File: config.mk
export PLATFORM = sky130hd
export DESIGN_NAME = decimal_entry_accumulator
export DESIGN_NICKNAME = d
export VERILOG_FILES = /design/src/rtl/decimal_entry_accumulator_pkg.sv /design/src/rtl/bcd_to_binary_iter.sv /design/src/rtl/decimal_entry_accumulator.sv
export SDC_FILE = /design/constraint.sdc
export NUM_CORES = 1
export LEC_CHECK = 0
export BUFFER_PORTS_ARGS = -buffer_cell sky130_fd_sc_hd__buf_2
export CAP_MARGIN = 20
export CORE_MARGIN = 10
export CORE_UTILIZATION = 40
export DETAILED_ROUTE_END_ITERATION = 16
export PLACE_DENSITY = 0.65
export SYNTH_ARGS = -nofsm -noshare
export SYNTH_HDL_FRONTEND = slang
export SYNTH_SLANG_ARGS = --single-unit
File: constraint.sdc
create_clock -name i_clk -period 4.7 [get_ports i_clk]
set_clock_uncertainty 0.15 [all_clocks]
set_input_delay 0.47 -clock i_clk [delete_from_list [all_inputs] [get_ports i_clk]]
set_output_delay 0.47 -clock i_clk [all_outputs]
set_load 0.05 [all_outputs]
File: src/rtl/decimal_entry_accumulator_pkg.sv
// Shared types and helpers for the decimal entry path (digit register and
// BCD-to-binary converter).
package calc_entry_pkg;

  localparam int          DIGIT_W   = 4;
  localparam logic [3:0]  MAX_DIGIT = 4'd9;
  // Widest BCD vector the helper accepts; covers NUM_DIGITS up to 12.
  localparam int          BCD_MAX_W = 48;

  typedef enum logic {
    IDLE    = 1'b0,
    CONVERT = 1'b1
  } state_e;

  function automatic logic [DIGIT_W-1:0] bcd_digit(
    input logic [BCD_MAX_W-1:0] vec,
    input int                   idx
  );
    return vec[idx*DIGIT_W +: DIGIT_W];
  endfunction

endpackage

File: src/rtl/bcd_to_binary_iter.sv
// Iterative BCD-to-binary converter: one Horner step (acc*10 + digit) per cycle,
// MSD first, from a snapshot taken on the start strobe.
module bcd_to_binary_iter
  import calc_entry_pkg::*;
#(
  parameter int NUM_DIGITS = 6,
  parameter int VALUE_W    = 40
) (
  input  logic                      i_clk,
  input  logic                      i_reset_n,
  input  logic                      i_start,
  input  logic                      i_abort,
  input  logic [4*NUM_DIGITS-1:0]   i_bcd,
  output logic                      o_busy,
  output logic                      o_done,
  output logic [VALUE_W-1:0]        o_value
);

  localparam int IDX_W = $clog2(NUM_DIGITS + 1);

  state_e                    r_state;
  logic [4*NUM_DIGITS-1:0]   r_snap;
  logic [VALUE_W-1:0]        r_acc;
  logic [IDX_W-1:0]          r_idx;
  logic                      r_busy;
  logic [VALUE_W-1:0]        r_value;

  logic [DIGIT_W-1:0]        w_digit;
  logic [VALUE_W-1:0]        w_acc_next;
  logic                      w_last;

  // Horner step on the digit selected by idx (MSD first).
  always_comb begin
    w_digit    = bcd_digit(BCD_MAX_W'(r_snap), int'(NUM_DIGITS - 1) - int'(r_idx));
    w_acc_next = (r_acc << 3) + (r_acc << 1) + VALUE_W'(w_digit);
    w_last     = (r_state == CONVERT) && (r_idx == IDX_W'(NUM_DIGITS - 1));
  end

  // Conversion FSM; abort beats start, and start beats finishing so an edit on
  // the last step restarts from the new snapshot.
  always_ff @(posedge i_clk or negedge i_reset_n) begin
    if (!i_reset_n) begin
      r_state <= IDLE;
      r_snap  <= '0;
      r_acc   <= '0;
      r_idx   <= '0;
      r_busy  <= 1'b0;
      r_value <= '0;
    end else if (i_abort) begin
      r_state <= IDLE;
      r_acc   <= '0;
      r_idx   <= '0;
      r_busy  <= 1'b0;
      r_value <= '0;
    end else if (i_start) begin
      r_state <= CONVERT;
      r_snap  <= i_bcd;
      r_acc   <= '0;
      r_idx   <= '0;
      r_busy  <= 1'b1;
    end else begin
      case (r_state)
        IDLE: begin
          r_busy <= 1'b0;
        end
        CONVERT: begin
          if (w_last) begin
            r_value <= w_acc_next;
            r_state <= IDLE;
            r_busy  <= 1'b0;
            r_acc   <= '0;
            r_idx   <= '0;
          end else begin
            r_acc <= w_acc_next;
            r_idx <= r_idx + IDX_W'(1);
          end
        end
        default: begin
          r_state <= IDLE;
          r_busy  <= 1'b0;
        end
      endcase
    end
  end

  assign o_busy  = r_busy;
  assign o_done  = w_last;
  assign o_value = r_value;

endmodule

File: src/rtl/decimal_entry_accumulator.sv
// Decimal operand entry: packed-BCD digit register with backspace, clear and
// sign, plus a background conversion of the digits to a binary magnitude.
module decimal_entry_accumulator
  import calc_entry_pkg::*;
#(
  parameter int NUM_DIGITS = 6,
  parameter int VALUE_W    = 40
) (
  input  logic                      i_clk,
  input  logic                      i_reset_n,
  input  logic [3:0]                i_digit,
  input  logic                      i_digit_pulse,
  input  logic                      i_backspace_pulse,
  input  logic                      i_clear_pulse,
  input  logic                      i_sign_pulse,
  output logic [4*NUM_DIGITS-1:0]   o_bcd,
  output logic [2:0]                o_digit_count,
  output logic                      o_sign,
  output logic [VALUE_W-1:0]        o_value,
  output logic                      o_valid,
  output logic                      o_busy,
  output logic                      o_err
);

  localparam int         BCD_W     = DIGIT_W * NUM_DIGITS;
  localparam logic [2:0] MAX_COUNT = 3'(NUM_DIGITS);

  logic [BCD_W-1:0] r_bcd;
  logic [2:0]       r_count;
  logic             r_sign;
  logic             r_err;
  logic             r_valid;

  logic [BCD_W-1:0] w_bcd_next;
  logic [2:0]       w_count_next;
  logic             w_sign_next;
  logic             w_err_next;
  logic             w_start;
  logic             w_abort;
  logic             w_done;

  // Strobe priority: clear > backspace > digit > sign; only one acts per cycle.
  always_comb begin
    w_bcd_next   = r_bcd;
    w_count_next = r_count;
    w_sign_next  = r_sign;
    w_err_next   = 1'b0;
    w_start      = 1'b0;
    w_abort      = 1'b0;
    if (i_clear_pulse) begin
      w_bcd_next   = '0;
      w_count_next = 3'd0;
      w_sign_next  = 1'b0;
      w_abort      = 1'b1;
    end else if (i_backspace_pulse) begin
      if (r_count != 3'd0) begin
        w_bcd_next   = r_bcd >> DIGIT_W;
        w_count_next = r_count - 3'd1;
        w_start      = 1'b1;
        if (r_count == 3'd1) begin
          w_sign_next = 1'b0;
        end else begin
          w_sign_next = r_sign;
        end
      end else begin
        w_bcd_next = r_bcd;
      end
    end else if (i_digit_pulse) begin
      if ((i_digit > MAX_DIGIT) || (r_count == MAX_COUNT)) begin
        w_err_next = 1'b1;
      end else if ((r_count == 3'd0) && (i_digit == 4'd0)) begin
        // Leading zero: accepted but leaves the entry empty.
        w_err_next = 1'b0;
      end else begin
        w_bcd_next   = {r_bcd[BCD_W-DIGIT_W-1:0], i_digit};
        w_count_next = r_count + 3'd1;
        w_start      = 1'b1;
      end
    end else if (i_sign_pulse) begin
      if (r_count != 3'd0) begin
        w_sign_next = ~r_sign;
      end else begin
        w_sign_next = r_sign;
      end
    end else begin
      w_err_next = 1'b0;
    end
  end

  // Entry registers and the validity flag that tracks the converter.
  always_ff @(posedge i_clk or negedge i_reset_n) begin
    if (!i_reset_n) begin
      r_bcd   <= '0;
      r_count <= 3'd0;
      r_sign  <= 1'b0;
      r_err   <= 1'b0;
      r_valid <= 1'b1;
    end else begin
      r_bcd   <= w_bcd_next;
      r_count <= w_count_next;
      r_sign  <= w_sign_next;
      r_err   <= w_err_next;
      if (w_abort) begin
        r_valid <= 1'b1;
      end else if (w_start) begin
        r_valid <= 1'b0;
      end else if (w_done) begin
        r_valid <= 1'b1;
      end else begin
        r_valid <= r_valid;
      end
    end
  end

  bcd_to_binary_iter #(
    .NUM_DIGITS (NUM_DIGITS),
    .VALUE_W    (VALUE_W)
  ) u_conv (
    .i_clk     (i_clk),
    .i_reset_n (i_reset_n),
    .i_start   (w_start),
    .i_abort   (w_abort),
    .i_bcd     (w_bcd_next),
    .o_busy    (o_busy),
    .o_done    (w_done),
    .o_value   (o_value)
  );

  assign o_bcd         = r_bcd;
  assign o_digit_count = r_count;
  assign o_sign        = r_sign;
  assign o_err         = r_err;
  assign o_valid       = r_valid;

endmodule

==> run metrics, run 1 <==
final hold violations 1; MaxCap Viol Count 0; Vias/cell between 5 and 6; CP endpoint u_conv.o_value[29]$_DFFE_PN0P_; initial antenna violation count 0; Power Dens Cells about 330 nW/µm²; Placer Congestion 0.906; post-route ant nets 0; NumNets Final 1046; HPWL Detailed roughly 16000 µm; max_slew headroom 0.331; Critical Path Fanout Max 8; DRC 0; Initial Util 0.410; Buf/Inv on CP 2; CTS H-tree lvls 4; Worst Hold Class input port to async pin; GRT Total Usage 0.159; failing checks hold timing; syn_area_per_cell 9.78 µm²; area of the multi-input gates roughly 5000 µm²; WS Path Type flip-flop to flip-flop; Reg clk slew, reported paths 0.07 ns; Tcrit/Tclk final 0.948; Worst R2R Path Depth 15; die area roughly 28000 µm²; Tmin final ~4.5 ns; max-slew violations 0; port bufs 80; drt initial violations roughly 520; Num CTS Buffers 17; Post-CTS Setup Bufs 0; outcome finished with violations; DIE WIDTH ~170 µm; Worst path depth 15; Final Hold Slack -0.00192 ns; Total Wirelength between 20000 and 25000 µm; synthesis-stage register bit count 138; Slowest cell on crit path fa_1; gate count after technology mapping approximately 900; CP top delay family simple AND/OR/NAND/NOR gates; row count 53; grt met1 use 0.214; Post-synth EDFFs 0; number of synthesis warnings 0; RSZ-0062 raised after global routing false; critical path cell sequence clkinv_1 > ha_4 > or3_1 > a21o_1 > fa_1 > inv_1 > ha_1 > a21oi_1 > o211ai_2 > or4b_4 > a21oi_1 > nor3_2 > or4_1 > nand3_1 > a22o_1; final setup vio count 0; Worst-Skew Late Latency between 0.4 and 0.5 ns; most frequent cells in the layout 137 x dfrtp_1, 130 x nand2_1, 81 x ha_1; distinct cell type count after synthesis 68; Crit path required time between 4 and 5 ns; first-pass GRT wire length between 30000 and 40000 µm; Synth Flop Type dfrtp_1; clock root cell clkbuf_16; Worst-Margin Slew 1.00 ns; Clock Path Buffers 2; Peak VDD IR roughly 280 µV; share of layout cells above drive strength 1 0.171; storage element area approximately 3500 µm²; Top Usage Layer GRT met2; hold_buf cts 0; vias 7031; average wire per standard cell approximately 18 µm; r2r startpoint u_conv.r_idx[1]$_DFFE_PN0P_; Async SR Flop Fraction 1.00; CP startpoint kind flip-flop; grt ovf 0; Syn-to-layout area delta 14.8%; Cell Area, Synth 8670 µm²; Initial DRT Pass Iterations 4; largest net degree at the start of global routing 103; Setup TNS 0 ns; Syn Nets between 900 and 1000; die height ~170 µm; fillers about 2000; worst stage delay on the critical path approximately 0.53 ns; CTS tree done; num ports 81; vias in the first global route ~7000; most frequent cell on the critical path a21oi_1; FMAX approximately 220 MHz; r2r setup slk 0.25 ns; Crit. End Element flip-flop; Clock Sinks roughly 140; M3 GR Usage 0.0396; CP Data Arrival Time 4.67 ns; post-synthesis sequential area ratio 0.398; commonest non-fill, non-tap cell in the layout dfrtp_1; P_leak 5.18 nW; RR Endpoint u_conv.o_value[29]$_DFFE_PN0P_; met2 usage 0.248; worst setup path startpoint u_conv.r_idx[1]$_DFFE_PN0P_; Core Region 21200 µm²; Antenna diodes 0
-- Yosys cell counts (all sizes together), types with 8 or more instances --
library cell | instances | area (µm²)
nor2b | 8 | 50.1
mux2 | 18 | 203
a21o | 19 | 144
clkbuf | 36 | 165
a21oi | 49 | 249
dfrtp | 137 | 3430
ha | 82 | 1030
mux2i | 30 | 300
a211oi | 32 | 240
and3 | 11 | 68.8
o211ai | 8 | 70.1
nand2 | 130 | 488
nor2 | 49 | 186
xnor2 | 19 | 166
inv | 13 | 48.8
nor3 | 15 | 75.1
o21ai | 42 | 210
buf | 10 | 50.1
and2 | 11 | 72.6
a22o | 59 | 517
xor2 | 17 | 149
nand3 | 15 | 80.1
-- power breakdown --
part | switching [mW] | internal (mW)
logic | 0.396 | 0.189
clock network | 0.652 | 0.726
registers | 0.0725 | 1.26
total | 1.12 | 2.18
-- what timing repair did --
item                                   4_1_cts  5_1_grt
endpoints found under the hold margin        0        0
resized for setup                            0        4
setup endpoints to repair                    0       15
-- layout make-up --
| type | instances | area share |
|---|---|---|
| well taps | 275 | 0.0346 |
| multi-input cells | 688 | 0.501 |
| inverters | 14 | 0.00528 |
| clock buffers | 17 | 0.0427 |
| repair buffers | 93 | 0.0506 |
| clock inverters | 15 | 0.0187 |
| flip-flops and latches | 138 | 0.347 |
-- how the worst min path moves through the flow --
| stage | to | slack, ns | depth (start not counted) |
|---|---|---|---|
| after floorplan | o_bcd[0]$_DFF_PN0_ | 0.02 | 0 |
| after global placement | o_valid$_DFFE_PN1P_ | 0.30 | 2 |
| after detailed placement | o_valid$_DFFE_PN1P_ | 0.30 | 2 |
| after CTS | u_conv.o_value[21]$_DFFE_PN0P_ | 0.04 | 1 |
| after global routing | u_conv.o_value[19]$_DFFE_PN0P_ | 0.08 | 1 |
| final | u_conv.o_value[22]$_DFFE_PN0P_ | -0.002 | 1 |
-- per-stage QoR --
| step | utilization | cells | setup WS (ns) | cell area [µm²] | total power [mW] |
|---|---|---|---|---|---|
| floorplan | - | 887 | 0.350 | 8670 | 1.77 |
| global placement | 0.441 | 1208 | 0.205 | 9320 | 1.93 |
| detailed placement | 0.441 | 1208 | 0.0698 | 9320 | 1.94 |
| CTS | 0.470 | 1240 | 0.0638 | 9940 | 3.33 |
| global route | 0.471 | 1240 | 0.0396 | 9960 | 3.44 |
| finish | 0.471 | 1240 | 0.246 | 9960 | 3.30 |
-- registers in the layout, indices dropped and copies added (netlist names) --
name and count:
o_err 1, u_conv.r_idx 3, u_conv.o_value 40, o_valid 1
u_conv.r_acc 39, u_conv.r_snap 24, o_sign 1, u_conv.o_busy 1
u_conv.r_state 1, o_digit_count 3, o_bcd 24
-- metal layers --
layer  up-vias  wire (µm)
met1      3469      10900
met5         -          0
met2       151      10300
met3        19       1030
met4         0        240
li1       3392          -
-- cells by family (layout without fill, tap and decap cells) --
group           Yosys count  after routing  share of synthesized area
compound gates          245            245                      0.199
xor+xnor                 36             36                     0.0364
fa+ha+maj                84             84                      0.123
buf+inv                  61            139                     0.0320
flops                   138            138                      0.398
mux                      52             52                     0.0684
simple gates            271            271                      0.143
Power figures use the tool's default switching activity.
==> run 2: changes to the inputs <==
- CORE_MARGIN: 10 -> not set
==> run 2 against run 1 <==
  * The flow now finishes without violations
  * Routed wire length shrank 2.8%
  * Sequential power is essentially flat
  * Sequential cell count is the same
  * Critical path depth is the same
  * Worst hold slack gained 0.13 ns
  * Count of clock-buffer cells in the layout is the same
  * First-iteration DRC count shrank 9.1%
  * Combinational power shrank 0.7%
  * Clock power grew 4%
  * Die area shrank 20%
  * Critical path type unchanged
  * Sequential share of layout area shrank 0.065 points
==> run metrics, run 2 (synthesis gave the netlist of run 1 again) <==
outcome completed; P_leak slightly above 5 nW; MaxCap Viol Count 0; initial antenna violation count 0; vias in the first global route 6985; GRT Total Usage 0.207; Total Wirelength between 20000 and 25000 µm; Final WS setup 0.256 ns; Placer Congestion approximately 0.9; Power Dens Cells about 340 nW/µm²; num ports roughly 80; Worst-Skew Late Latency approximately 0.44 ns; DP Worst Slack roughly 0.12 ns; Antenna diodes 0; Top Usage Layer GRT met2; Worst-Margin Slew 1.08 ns; RSZ-0062 raised after global routing false; port bufs 80; clock root cell clkbuf_16; largest net degree at the start of global routing 65; fillers between 1500 and 2000; commonest non-fill, non-tap cell in the layout dfrtp_1; final setup vio count 0; die area roughly 22000 µm²; die height around 150 µm; Tcrit/Tclk final 0.945; Initial Util 0.410; grt met1 use 0.282; DRC 0; Initial DRT Pass Iterations 5; Tmin final 4.44 ns; HPWL Detailed approximately 15000 µm; met2 usage 0.327; Crit. End Element flip-flop; storage element area 3450 µm²; drt initial violations approximately 470; CTS tree done; Critical Path Fanout Max 8; share of layout cells above drive strength 1 0.173; WS Path Type flip-flop to flip-flop; Clock Sinks between 100 and 150; final hold violations 0; Syn-to-layout area delta 15.0%; Core Region about 21000 µm²; most frequent cells in the layout 137 x dfrtp_1, 130 x nand2_1, 81 x ha_1; Reg clk slew, reported paths roughly 0.070 ns; Setup TNS 0 ns; CP Data Arrival Time 4.66 ns; M3 GR Usage 0.0422; first-pass GRT wire length 36400 µm; max-slew violations 0; Vias/cell 5.66; CTS H-tree lvls 4; FMAX between 200 and 250 MHz; DIE WIDTH 149 µm; grt ovf 0; Clock Path Buffers 2; vias 7027; CP startpoint kind flip-flop; max FFs per register 40; max_slew headroom 0.283; Worst Hold Class input port to flip-flop; Crit path required time between 4 and 5 ns; row count 53; Peak VDD IR ~270 µV; post-route ant nets 0; NumNets Final about 1000; average wire per standard cell roughly 18 µm; area of the multi-input gates approximately 5000 µm²; Num CTS Buffers 17
[run 2: cell types whose count changed in the layout (fill, tap and decap cells not counted)]
cell	delta
a21oi_2	+1
inv_8	-1
ha_2	+1
dlygate4sd3_1	+1
bufinv_16	+2
clkinv_8	-4
ha_4	-1
o31ai_1	-1
clkinv_4	+1
o31ai_2	+1
a21oi_1	-1
inv_6	+2
[run 2: what timing repair did]
action / CTS / global route
hold buffers: 1 / 0
buffers inserted: 0 / 0
resized for setup: 0 / 5
endpoints found under the setup margin: 0 / 11
hold endpoints to repair: 62 / 0
[run 2: path summary, 6_finish.rpt]
| kind | from | end | slack, ns | cells after the start |
|---|---|---|---|---|
| min in group asynchronous | i_reset_n | u_conv.o_value[22]$_DFFE_PN0P_ | 0.45 | 2 |
| max in group asynchronous | i_reset_n | o_valid$_DFFE_PN1P_ | 2.97 | 3 |
| hold reg to reg | o_valid$_DFFE_PN1P_ | o_valid$_DFFE_PN1P_ | 0.31 | 2 |
| setup / recovery | u_conv.r_idx[1]$_DFFE_PN0P_ | u_conv.r_acc[31]$_DFFE_PN0P_ | 0.26 | 15 |
| hold / removal | i_digit_pulse | o_err$_DFF_PN0_ | 0.13 | 3 |
| setup reg to reg | u_conv.r_idx[1]$_DFFE_PN0P_ | u_conv.r_acc[31]$_DFFE_PN0P_ | 0.26 | 15 |
[run 2: worst max-delay path, stage by stage, from the launching register on]
cell,delay (ns)
dfrtp_1,0.40
clkinv_1,0.11
ha_2,0.36
or3_1,0.36
a21o_1,0.20
fa_1,0.53
inv_1,0.05
ha_1,0.27
a21oi_1,0.09
o211ai_2,0.25
or4b_4,0.54
a21oi_2,0.19
o211ai_2,0.16
and2_4,0.18
or4_1,0.47
nand3_1,0.08
[run 2: report_power, final]
group / total (mW) / internal, mW / switching (mW)
Clock: 1.43 / 0.816 / 0.617
Combinational: 0.581 / 0.189 / 0.392
Sequential: 1.33 / 1.26 / 0.0705
[run 2: cell type report]
cell class / count / share of cell area
Clock buffer: 17 / 0.0426
Tap cell: 275 / 0.0345
Multi-Input combinational cell: 688 / 0.500
Clock inverter: 15 / 0.0197
Sequential cell: 138 / 0.346
Timing Repair Buffer: 94 / 0.0515
Inverter: 14 / 0.00527
[run 2: per-layer routing]
metal	part of all wire	wire (µm)
met1	0.47	10400
met2	0.46	10100
met3	0.046	1000
met4	0.017	373
met5	0	0
[run 2: metrics by stage]
| step | cells | utilization | total power, mW | cell area [µm²] | hold WS, ns |
|---|---|---|---|---|---|
| detailed placement | 1208 | 0.441 | 1.94 | 9320 | 0.301 |
| finish | 1241 | 0.472 | 3.35 | 9980 | 0.131 |
| floorplan | 887 | - | 1.77 | 8670 | 0.0244 |
| global placement | 1208 | 0.441 | 1.93 | 9320 | 0.296 |
| CTS | 1241 | 0.471 | 3.37 | 9960 | 0.117 |
| global route | 1241 | 0.472 | 3.49 | 9980 | 0.131 |
==> run 3: changes to the inputs <==
- ABC_AREA: not set -> 1
==> run 3 against run 2 <==
  * Combinational power grew 60%
  * Sequential power grew 8%
  * Global-route usage grew 1.8 points
  * Critical path type unchanged
  * Largest cell class unchanged
  * Area after synthesis grew 6.0%
  * Sequential cell count is the same
  * Maximum frequency grew 12%
  * Die area grew 6.0%
  * The flow now finishes with violations (hold timing)
  * Largest power group is now sequential cells
  * Non-clock buffer count shrank 6
==> run metrics, run 3 <==
Vias/cell between 5 and 6; Reg clk slew, reported paths approximately 0.07 ns; Async SR Flop Fraction 1.00; commonest non-fill, non-tap cell in the layout nand2_1; most frequent cells in the layout 456 x nand2_1, 148 x nor2_1, 137 x dfrtp_1; RR Endpoint u_conv.r_acc[34]$_DFFE_PN0P_; Clock Path Buffers 2; Post-CTS Setup Bufs 0; CP top delay family simple AND/OR/NAND/NOR gates; fillers ~2300; hold_buf cts 0; storage element area 3450 µm²; distinct cell type count after synthesis 35; vias between 8000 and 9000; worst stage delay on the critical path between 0.5 and 0.6 ns; final setup vio count 0; cell taking the most area after synthesis dfrtp_1; Placer Congestion 0.912; CTS tree done; NumNets Final between 1000 and 1500; area share of the largest cell type after synthesis 0.373; Initial DRT Pass Iterations 5; initial antenna violation count 0; Tmin final a little under 4 ns; Worst R2R Path Depth 20; area of the multi-input gates ~5100 µm²; CP Data Arrival Time about 4.1 ns; r2r setup slk 0.74 ns; Critical Path Fanout Max 7; final hold violations 23; most frequent cell after synthesis nand2_1; average wire per standard cell 15.3 µm; gate count after technology mapping approximately 1300; Syn Nets about 1400; Num CTS Buffers 17; max_slew headroom 0.321; DRC 0; Antenna diodes 0; Peak VDD IR between 200 and 300 µV; die area roughly 24000 µm²; Syn-to-layout area delta 12.9%; DIE WIDTH 154 µm; failing checks hold timing; P_leak roughly 6 nW; r2r startpoint u_conv.r_idx[1]$_DFFE_PN0P_; Buf/Inv on CP 2; Tcrit/Tclk final 0.843; max FFs per register 40; HPWL Detailed 18500 µm; vias in the first global route between 8000 and 9000; dpl cells 1619; Clock Sinks ~140; final std cells w/o fill roughly 1700; Final Hold Slack -0.0146 ns; port bufs 80; first-pass GRT wire length roughly 42000 µm; die height ~150 µm; CP startpoint kind flip-flop; Crit. End Element flip-flop; Power Dens Cells ~350 nW/µm²; most frequent cell on the critical path nand2_1; Worst Hold Class input port to async pin; Worst-Margin Slew approximately 1.0 ns; largest net degree at the start of global routing between 100 and 150; grt ovf 0; Post-synth EDFFs 0; CTS H-tree lvls 4; FMAX between 200 and 300 MHz; Cell Area, Synth ~9200 µm²; Crit path required time roughly 4.9 ns; critical path cell sequence inv_1 > ha_1 > nor2_1 > o21ai_0 > o21ai_0 > nand2_1 > fa_1 > fa_1 > inv_1 > nand3_1 > nand3_1 > nand2_1 > nand2_1 > nand2_1 > nand2_1 > nand2_1 > nand2_1 > nand2_1 > nand3_1 > nand2_1; Slowest cell on crit path fa_1; Setup TNS 0 ns; GRT Total Usage 0.224; number of synthesis warnings 0; drt initial violations 544; Worst-Skew Late Latency around 0.43 ns; top cells by area, synth dfrtp_1 37%, nand2_1 19%, ha_1 11%, nor2_1 6.1%, inv_1 5.0%; post-synthesis sequential area ratio 0.376; Total Wirelength 25300 µm; max-slew violations 0; synth cell count leaders 456 x nand2_1, 149 x nor2_1, 137 x dfrtp_1; RSZ-0062 raised after global routing false; Core Region roughly 23000 µm²; num ports between 80 and 90; MaxCap Viol Count 0; outcome finished with violations; share of layout cells above drive strength 1 0.104; syn_area_per_cell between 7 and 8 µm²; WS Path Type flip-flop to flip-flop; Synth Flop Type dfrtp_1; synthesis-stage register bit count about 140; row count 55; post-CTS sizing 0; Initial Util 0.407; post-route ant nets 0; clock root cell clkbuf_16
-- run 3: changes by cell type in the layout (fill, tap and decap cells not counted), moves of 30 or more --
cell	change
nand3_1	+54
mux2i_1	-30
inv_1	+109
nor2_1	+101
a211oi_1	-32
a22o_1	-53
nand2_1	+326
-- run 3: how the worst max path moves through the flow --
stage	end	slack [ns]	start	depth (start not counted)
after global routing	u_conv.r_acc[34]$_DFFE_PN0P_	0.35	u_conv.r_idx[1]$_DFFE_PN0P_	20
after floorplan	u_conv.o_value[26]$_DFFE_PN0P_	1.33	u_conv.r_idx[1]$_DFFE_PN0P_	20
after global placement	u_conv.o_value[34]$_DFFE_PN0P_	0.84	u_conv.r_idx[1]$_DFFE_PN0P_	20
after detailed placement	u_conv.r_acc[34]$_DFFE_PN0P_	0.74	u_conv.r_idx[1]$_DFFE_PN0P_	20
after CTS	u_conv.r_acc[34]$_DFFE_PN0P_	0.75	u_conv.r_idx[1]$_DFFE_PN0P_	20
final	u_conv.r_acc[34]$_DFFE_PN0P_	0.74	u_conv.r_idx[1]$_DFFE_PN0P_	20
-- run 3: kinds of logic (layout without fill, tap and decap cells) --
family                     count (synthesis)  count (layout)  synth area share
DFF                                      138             138             0.376
xor gates and xnor gates                  19              19            0.0181
and+or+nand+nor                          713             713             0.313
AOI/OAI and AO/OA                        158             158             0.102
adders and majority gates                 84              84             0.116
buffers and inverters                    171             254            0.0751
-- run 3: area by class of cell --
class | count | area share
inverter | 134 | 0.0485
clock inverter | 12 | 0.00892
multi-input combinational | 974 | 0.487
sequential | 138 | 0.333
tap | 285 | 0.0344
clock buffer | 20 | 0.0430
timing repair buffer | 88 | 0.0450
-- run 3: routing by layer --
| metal | up-vias | part of all wire | track usage |
|---|---|---|---|
| li1 | 4265 | - | - |
| met3 | 39 | 0.042 | 0.0383 |
| met2 | 211 | 0.46 | 0.366 |
| met1 | 3894 | 0.48 | 0.303 |
| met4 | 0 | 0.020 | 0.0710 |
| met5 | - | 0 | 0 |
-- run 3: power by group --
| part | switching (mW) | internal [mW] |
|---|---|---|
| clock network | 0.559 | 0.693 |
| registers | 0.127 | 1.32 |
| logic | 0.692 | 0.238 |
-- run 3: worst reg2reg max path, stage by stage (launching register included) --
cell and delay [ns]:
dfrtp_1 0.40, inv_1 0.17, ha_1 0.32, nor2_1 0.23, o21ai_0 0.12, o21ai_0 0.24
nand2_1 0.10, fa_1 0.51, fa_1 0.48, inv_1 0.11, nand3_1 0.07, nand3_1 0.21
nand2_1 0.08, nand2_1 0.12, nand2_1 0.06, nand2_1 0.13, nand2_1 0.10, nand2_1 0.07
nand2_1 0.06, nand3_1 0.07, nand2_1 0.06
-- run 3: through the flow --
step	power (mW)	hold WS, ns	utilization	area [µm²]	setup WS, ns
after global placement	2.38	0.309	0.436	9840	0.839
after global routing	3.81	0.0721	0.460	10400	0.349
after CTS	3.66	0.0653	0.460	10400	0.745
after floorplan	2.12	0.0244	-	9200	1.33
final	3.63	-0.0146	0.460	10400	0.740
after detailed placement	2.39	0.312	0.436	9840	0.739
